[config.mk]
export PLATFORM = sky130hd
export DESIGN_NAME = trap_param_ctrl
export DESIGN_NICKNAME = d
export VERILOG_FILES = /design/src/rtl/trap_param_ctrl.sv
export SDC_FILE = /design/constraint.sdc
export NUM_CORES = 1
export LEC_CHECK = 0
export ABC_AREA = 1
export CAP_MARGIN = 20
export CORE_ASPECT_RATIO = 1.2
export CORE_MARGIN = 5
export CORE_UTILIZATION = 30
export CTS_BUF_LIST = sky130_fd_sc_hd__clkbuf_8
export CTS_CLUSTER_SIZE = 40
export DETAILED_ROUTE_END_ITERATION = 10
export GPL_ROUTABILITY_DRIVEN = 1
export PLACE_DENSITY_LB_ADDON = 0.1
export SYNTH_ARGS = -nofsm -noshare
export SYNTH_HDL_FRONTEND = slang
export SYNTH_SLANG_ARGS = --single-unit
export TNS_END_PERCENT = 30
[constraint.sdc]
create_clock -name clk -period 4 [get_ports clk]
set_input_delay 0.8 -clock clk [delete_from_list [all_inputs] [get_ports clk]]
set_output_delay 0.8 -clock clk [all_outputs]
set_load 0.005 [all_outputs]
[src/rtl/trap_param_ctrl.sv]
// Parameter-bank sequencer for the trapezoidal filter: the host fills a shadow register file,
// and on commit the whole set is streamed into the filter in one burst while the filter is idle.
module trap_param_ctrl #(
  parameter int Nbits      = 14,
  parameter int ADDR_WIDTH = 8,
  parameter int NUM_PARAMS = 4
) (
  input  logic                  clk,
  input  logic                  clr,
  input  logic [ADDR_WIDTH-1:0] host_addr,
  input  logic [Nbits-1:0]      host_data,
  input  logic                  host_we,
  input  logic                  host_commit,
  output logic                  host_ready,
  input  logic                  filt_busy,
  output logic [ADDR_WIDTH-1:0] selParam,
  output logic [Nbits-1:0]      params,
  output logic                  param_we,
  output logic                  cfg_done,
  output logic                  cfg_loaded,
  output logic                  err
);

  localparam int IW = (NUM_PARAMS > 1) ? $clog2(NUM_PARAMS) : 1;
  localparam logic [ADDR_WIDTH:0] NUM_P    = (ADDR_WIDTH + 1)'(NUM_PARAMS);
  localparam logic [ADDR_WIDTH:0] LAST_IDX = (ADDR_WIDTH + 1)'(NUM_PARAMS - 1);

  typedef enum logic [1:0] {IDLE, WAIT_QUIET, STREAM, DONE} state_t;

  state_t                state_q, state_d;
  logic [ADDR_WIDTH:0]   idx_q, idx_d;
  logic [ADDR_WIDTH-1:0] sel_d;
  logic [Nbits-1:0]      params_d;
  logic                  we_d, done_d, loaded_d, err_d;
  logic [Nbits-1:0]      shadow [NUM_PARAMS];
  logic                  addr_ok;
  logic                  shadow_we;

  assign host_ready = (state_q == IDLE);
  assign addr_ok    = ({1'b0, host_addr} < NUM_P);
  assign shadow_we  = (state_q == IDLE) && host_we && addr_ok;

  always_ff @(posedge clk or negedge clr) begin
    if (!clr) begin
      for (int i = 0; i < NUM_PARAMS; i++) shadow[i] <= '0;
    end else if (shadow_we) begin
      shadow[host_addr[IW-1:0]] <= host_data;
    end
  end

  always_ff @(posedge clk or negedge clr) begin
    if (!clr) begin
      state_q    <= IDLE;
      idx_q      <= '0;
      selParam   <= '0;
      params     <= '0;
      param_we   <= 1'b0;
      cfg_done   <= 1'b0;
      cfg_loaded <= 1'b0;
      err        <= 1'b0;
    end else begin
      state_q    <= state_d;
      idx_q      <= idx_d;
      selParam   <= sel_d;
      params     <= params_d;
      param_we   <= we_d;
      cfg_done   <= done_d;
      cfg_loaded <= loaded_d;
      err        <= err_d;
    end
  end

  // A busy filter mid-stream aborts the beat and restarts the whole set from entry 0 later.
  always_comb begin
    state_d  = state_q;
    idx_d    = idx_q;
    sel_d    = selParam;
    params_d = params;
    we_d     = 1'b0;
    done_d   = 1'b0;
    loaded_d = cfg_loaded;
    err_d    = err;
    case (state_q)
      IDLE: begin
        if (host_commit) begin
          state_d  = WAIT_QUIET;
          idx_d    = '0;
          loaded_d = 1'b0;
          err_d    = 1'b0;
        end
        if (host_we && !addr_ok) err_d = 1'b1;
      end
      WAIT_QUIET: begin
        if (!filt_busy) state_d = STREAM;
      end
      STREAM: begin
        if (filt_busy) begin
          idx_d   = '0;
          state_d = WAIT_QUIET;
        end else begin
          sel_d    = idx_q[ADDR_WIDTH-1:0];
          params_d = shadow[idx_q[IW-1:0]];
          we_d     = 1'b1;
          idx_d    = idx_q + 1'b1;
          if (idx_q == LAST_IDX) state_d = DONE;
        end
      end
      DONE: begin
        done_d   = 1'b1;
        loaded_d = 1'b1;
        state_d  = IDLE;
      end
      default: state_d = IDLE;
    endcase
  end

endmodule
==> flow_summary.toml <==
[yosys]
synth.ff_latch_count = 93
netlist-cell-type-count = 22
synth.yosys.warnings = 0
mappedNetlistArea_sq_mm = 0.00433
postSynthNetCount = 523
synth_sequential_area_ratio_pct = 53.7
post_synth.cell_area_avg_sq_um = 8.75
synthCells = 495

[setup_path]
critPathKind = "reg -> out"
timing.critical_path.slowest_stage_cell = "sky130_fd_sc_hd__clkdlybuf4s50_1"
critical_path_peak_fanout = 6
cp_slowest_stage_delay_ns = 0.51
endpoint_kind = "output port"
critical_path.startpoint_type = "flop"
worst_ep_required_time_ns = 3.20
cp_cell_sequence = "nor2_4 > clkdlybuf4s50_1"
critPathArrivalTime_ns = 1.49

[clock_network]
clkLatencyLatePin_ns = 0.35
cts-buffers-inserted = 9
htree_levels = 3
clk_root_buf = "sky130_fd_sc_hd__clkbuf_8"
clk_transition_reported_paths_ns = 0.09
cts_num_sinks = 93
hold_buffers = 0
tritoncts = "built"
post_cts.resized_instances = 0
cts_setup_buffers = 0
cts_max_path_buffers = 2

[sta]
max_slew_margin_pct = 31.4
setup_total_negative_slack_ns = 0
share_of_the_cycle_needed_by_the_critical_path_after_routing_pct = 57.3
worst_slew_pin_slew_ns = 1.03
report.final.slew_viol_count = 0
hold_ws_ns = 0.480
grt_setup_unrepaired = "false"
layout_min_cycle_time_ns = 2.29
setup_viol_count_final = 0
clock_skew_ns = 0.0115
setup_slack_ns = 1.71
clock.fmax_mhz = 436
finalHoldViolations = 0

[floorplan]
dieHeight_microns = 142
fp.coreArea_sq_mm = 0.0143
io_pins = 54
die_area_sq_mm = 0.0169
die-width_microns = 120
floorplan.initialDensity_pct = 30.3
core.rowCount = 48

[place]
post-dp-hpwl_microns = 6750
gpl.final_weighted_congestion = 0.794
post-place-ws_ns = 1.42
dpl-instance-area_sq_mm = 0.00497
portBuffers = 53

[detailed_routing]
routed_wirelength_microns = 10600
route.top_layer_used = "met4"
post_drt_via_cell_ratio = 4.66
via_count = 3364
detail_route.wl_per_cell_microns = 14.7
wl_met3_microns = 265
drt_first_iter_violations = 196
wl_met1_microns = 4970
dr_wl_met2_microns = 5230
first_pass_iters = 4
drt.antenna.violating_nets = 0
route.detailed.drc = 0

[layout]
highest_count_cells_in_the_layout_ignoring_fill_and_taps = "sky130_fd_sc_hd__nand2_1 (136), sky130_fd_sc_hd__dfrtp_1 (93), sky130_fd_sc_hd__nor2_1 (60)"
post_layout_inst_area_sq_mm = 0.00523
num-fill-cells = 1525
area_delta_synth_final_pct = 20.7
utilization_pct = 36.6
layout_nets = 570
mostFrequentLayoutCell = "sky130_fd_sc_hd__nand2_1"
insertedDiodeCount = 0
share_of_final_layout_standard_cells_stronger_than_drive_strength_1_pct = 12.4

[power_and_ir_drop]
static-leakage-power_nw = 2.39
power-per-cell-area_mw_per_mm2 = 514
ir_worst_vdd_mv = 0.229

[job]
cap_violations = 0

[global_routing]
grt_antenna_before_repair = 0
grt_overflow = 0
first_global_vias = 3358
globalRouteTotalUtil_pct = 13.0
grt_first_pass_wirelength_microns = 17400
grt_start_max_net_pins = 56

[hold_path]
min_path_type = "reg -> reg"

[outcome]
status = "complete, no violations"
==> layer usage <==
metal  track usage (%)  vias to the layer above
li1                  -                     1699
met1              16.6                     1606
met2              22.4                       51
met3              2.31                        8
met4              4.52                        0
met5                 0                        -
==> synthesized netlist by cell type <==
cell type	count	share of area (%)
sky130_fd_sc_hd__nand2_1	136	12
sky130_fd_sc_hd__buf_2	3	0.35
sky130_fd_sc_hd__nor3_1	2	0.23
sky130_fd_sc_hd__o21ai_1	22	2.5
sky130_fd_sc_hd__nor2_8	2	0.92
sky130_fd_sc_hd__or2_1	1	0.14
sky130_fd_sc_hd__clkbuf_1	8	0.69
sky130_fd_sc_hd__nand4_1	4	0.58
sky130_fd_sc_hd__a21oi_1	4	0.46
sky130_fd_sc_hd__o21a_1	1	0.17
sky130_fd_sc_hd__ha_1	1	0.29
sky130_fd_sc_hd__inv_2	1	0.087
sky130_fd_sc_hd__nand3_1	11	1.3
sky130_fd_sc_hd__nor2_1	60	5.2
sky130_fd_sc_hd__nand3_4	4	1.6
sky130_fd_sc_hd__buf_6	8	2.1
sky130_fd_sc_hd__inv_1	35	3.0
sky130_fd_sc_hd__o21ai_2	38	7.7
sky130_fd_sc_hd__nor2_4	1	0.26
sky130_fd_sc_hd__buf_1	3	0.26
sky130_fd_sc_hd__o21ai_0	57	6.6
sky130_fd_sc_hd__dfrtp_1	93	54
==> final cells by class <==
class                      count  area, sq um  area share [%]
clock buffer                  11          151            2.90
clock inverter                 5          106            2.03
inverter                      36          135            2.59
multi-input combinational    344         1720            32.9
sequential                    93         2330            44.5
tap                          175          219            4.19
timing repair buffer          58          566            10.8
==> report_power, final <==
group | switching [mW] | internal, mW | total [mW]
clock | 0.337 | 0.451 | 0.788
combinational | 0.431 | 0.329 | 0.761
sequential | 0.0789 | 1.06 | 1.14
total | 0.848 | 1.84 | 2.69
==> worst paths after layout <==
check                                       start                endpoint  slack [ns]  cells after the start
max                        state_q[0]$_DFFE_PN0P_              host_ready        1.71                      2
min in group asynchronous                     clr         err$_DFFE_PN0P_        0.50                      1
max in group asynchronous                     clr  shadow[41]$_DFFE_PN0P_        2.72                      2
min reg2reg                 shadow[4]$_DFFE_PN0P_   shadow[4]$_DFFE_PN0P_        0.48                      2
max reg2reg                  idx_q[0]$_DFFE_PN0P_   params[3]$_DFFE_PN0P_        1.91                      7
min                         shadow[4]$_DFFE_PN0P_   shadow[4]$_DFFE_PN0P_        0.48                      2
==> cell families after synthesis <==
group	after synthesis	synth area share, %
AO/OA/AOI/OAI	122	17.5
adder cells (fa/ha/maj)	1	0.289
buffers and inverters	58	6.50
flip-flops	93	53.7
AND/OR/NAND/NOR	221	22.0
==> critical path, delay by kind of cell, from the launching register on <==
kind	cells	cell delay, ns
flops	1	0.47
simple gates	1	0.17
buf+inv	1	0.51
==> through the flow <==
stage                     instances  total power, mW
final                           722             2.69
after CTS                       722             2.74
after global placement          706             1.93
after detailed placement        706             1.93
after global routing            722             2.88
after floorplan                 495             1.57
==> sequential cells by signal, indices dropped and copies added, names as in the netlist <==
name	count
state_q	2
params	14
cfg_loaded	1
param_we	1
cfg_done	1
selParam	8
shadow	56
idx_q	9
err	1
Note: power is estimated with default switching activity, not from simulation.
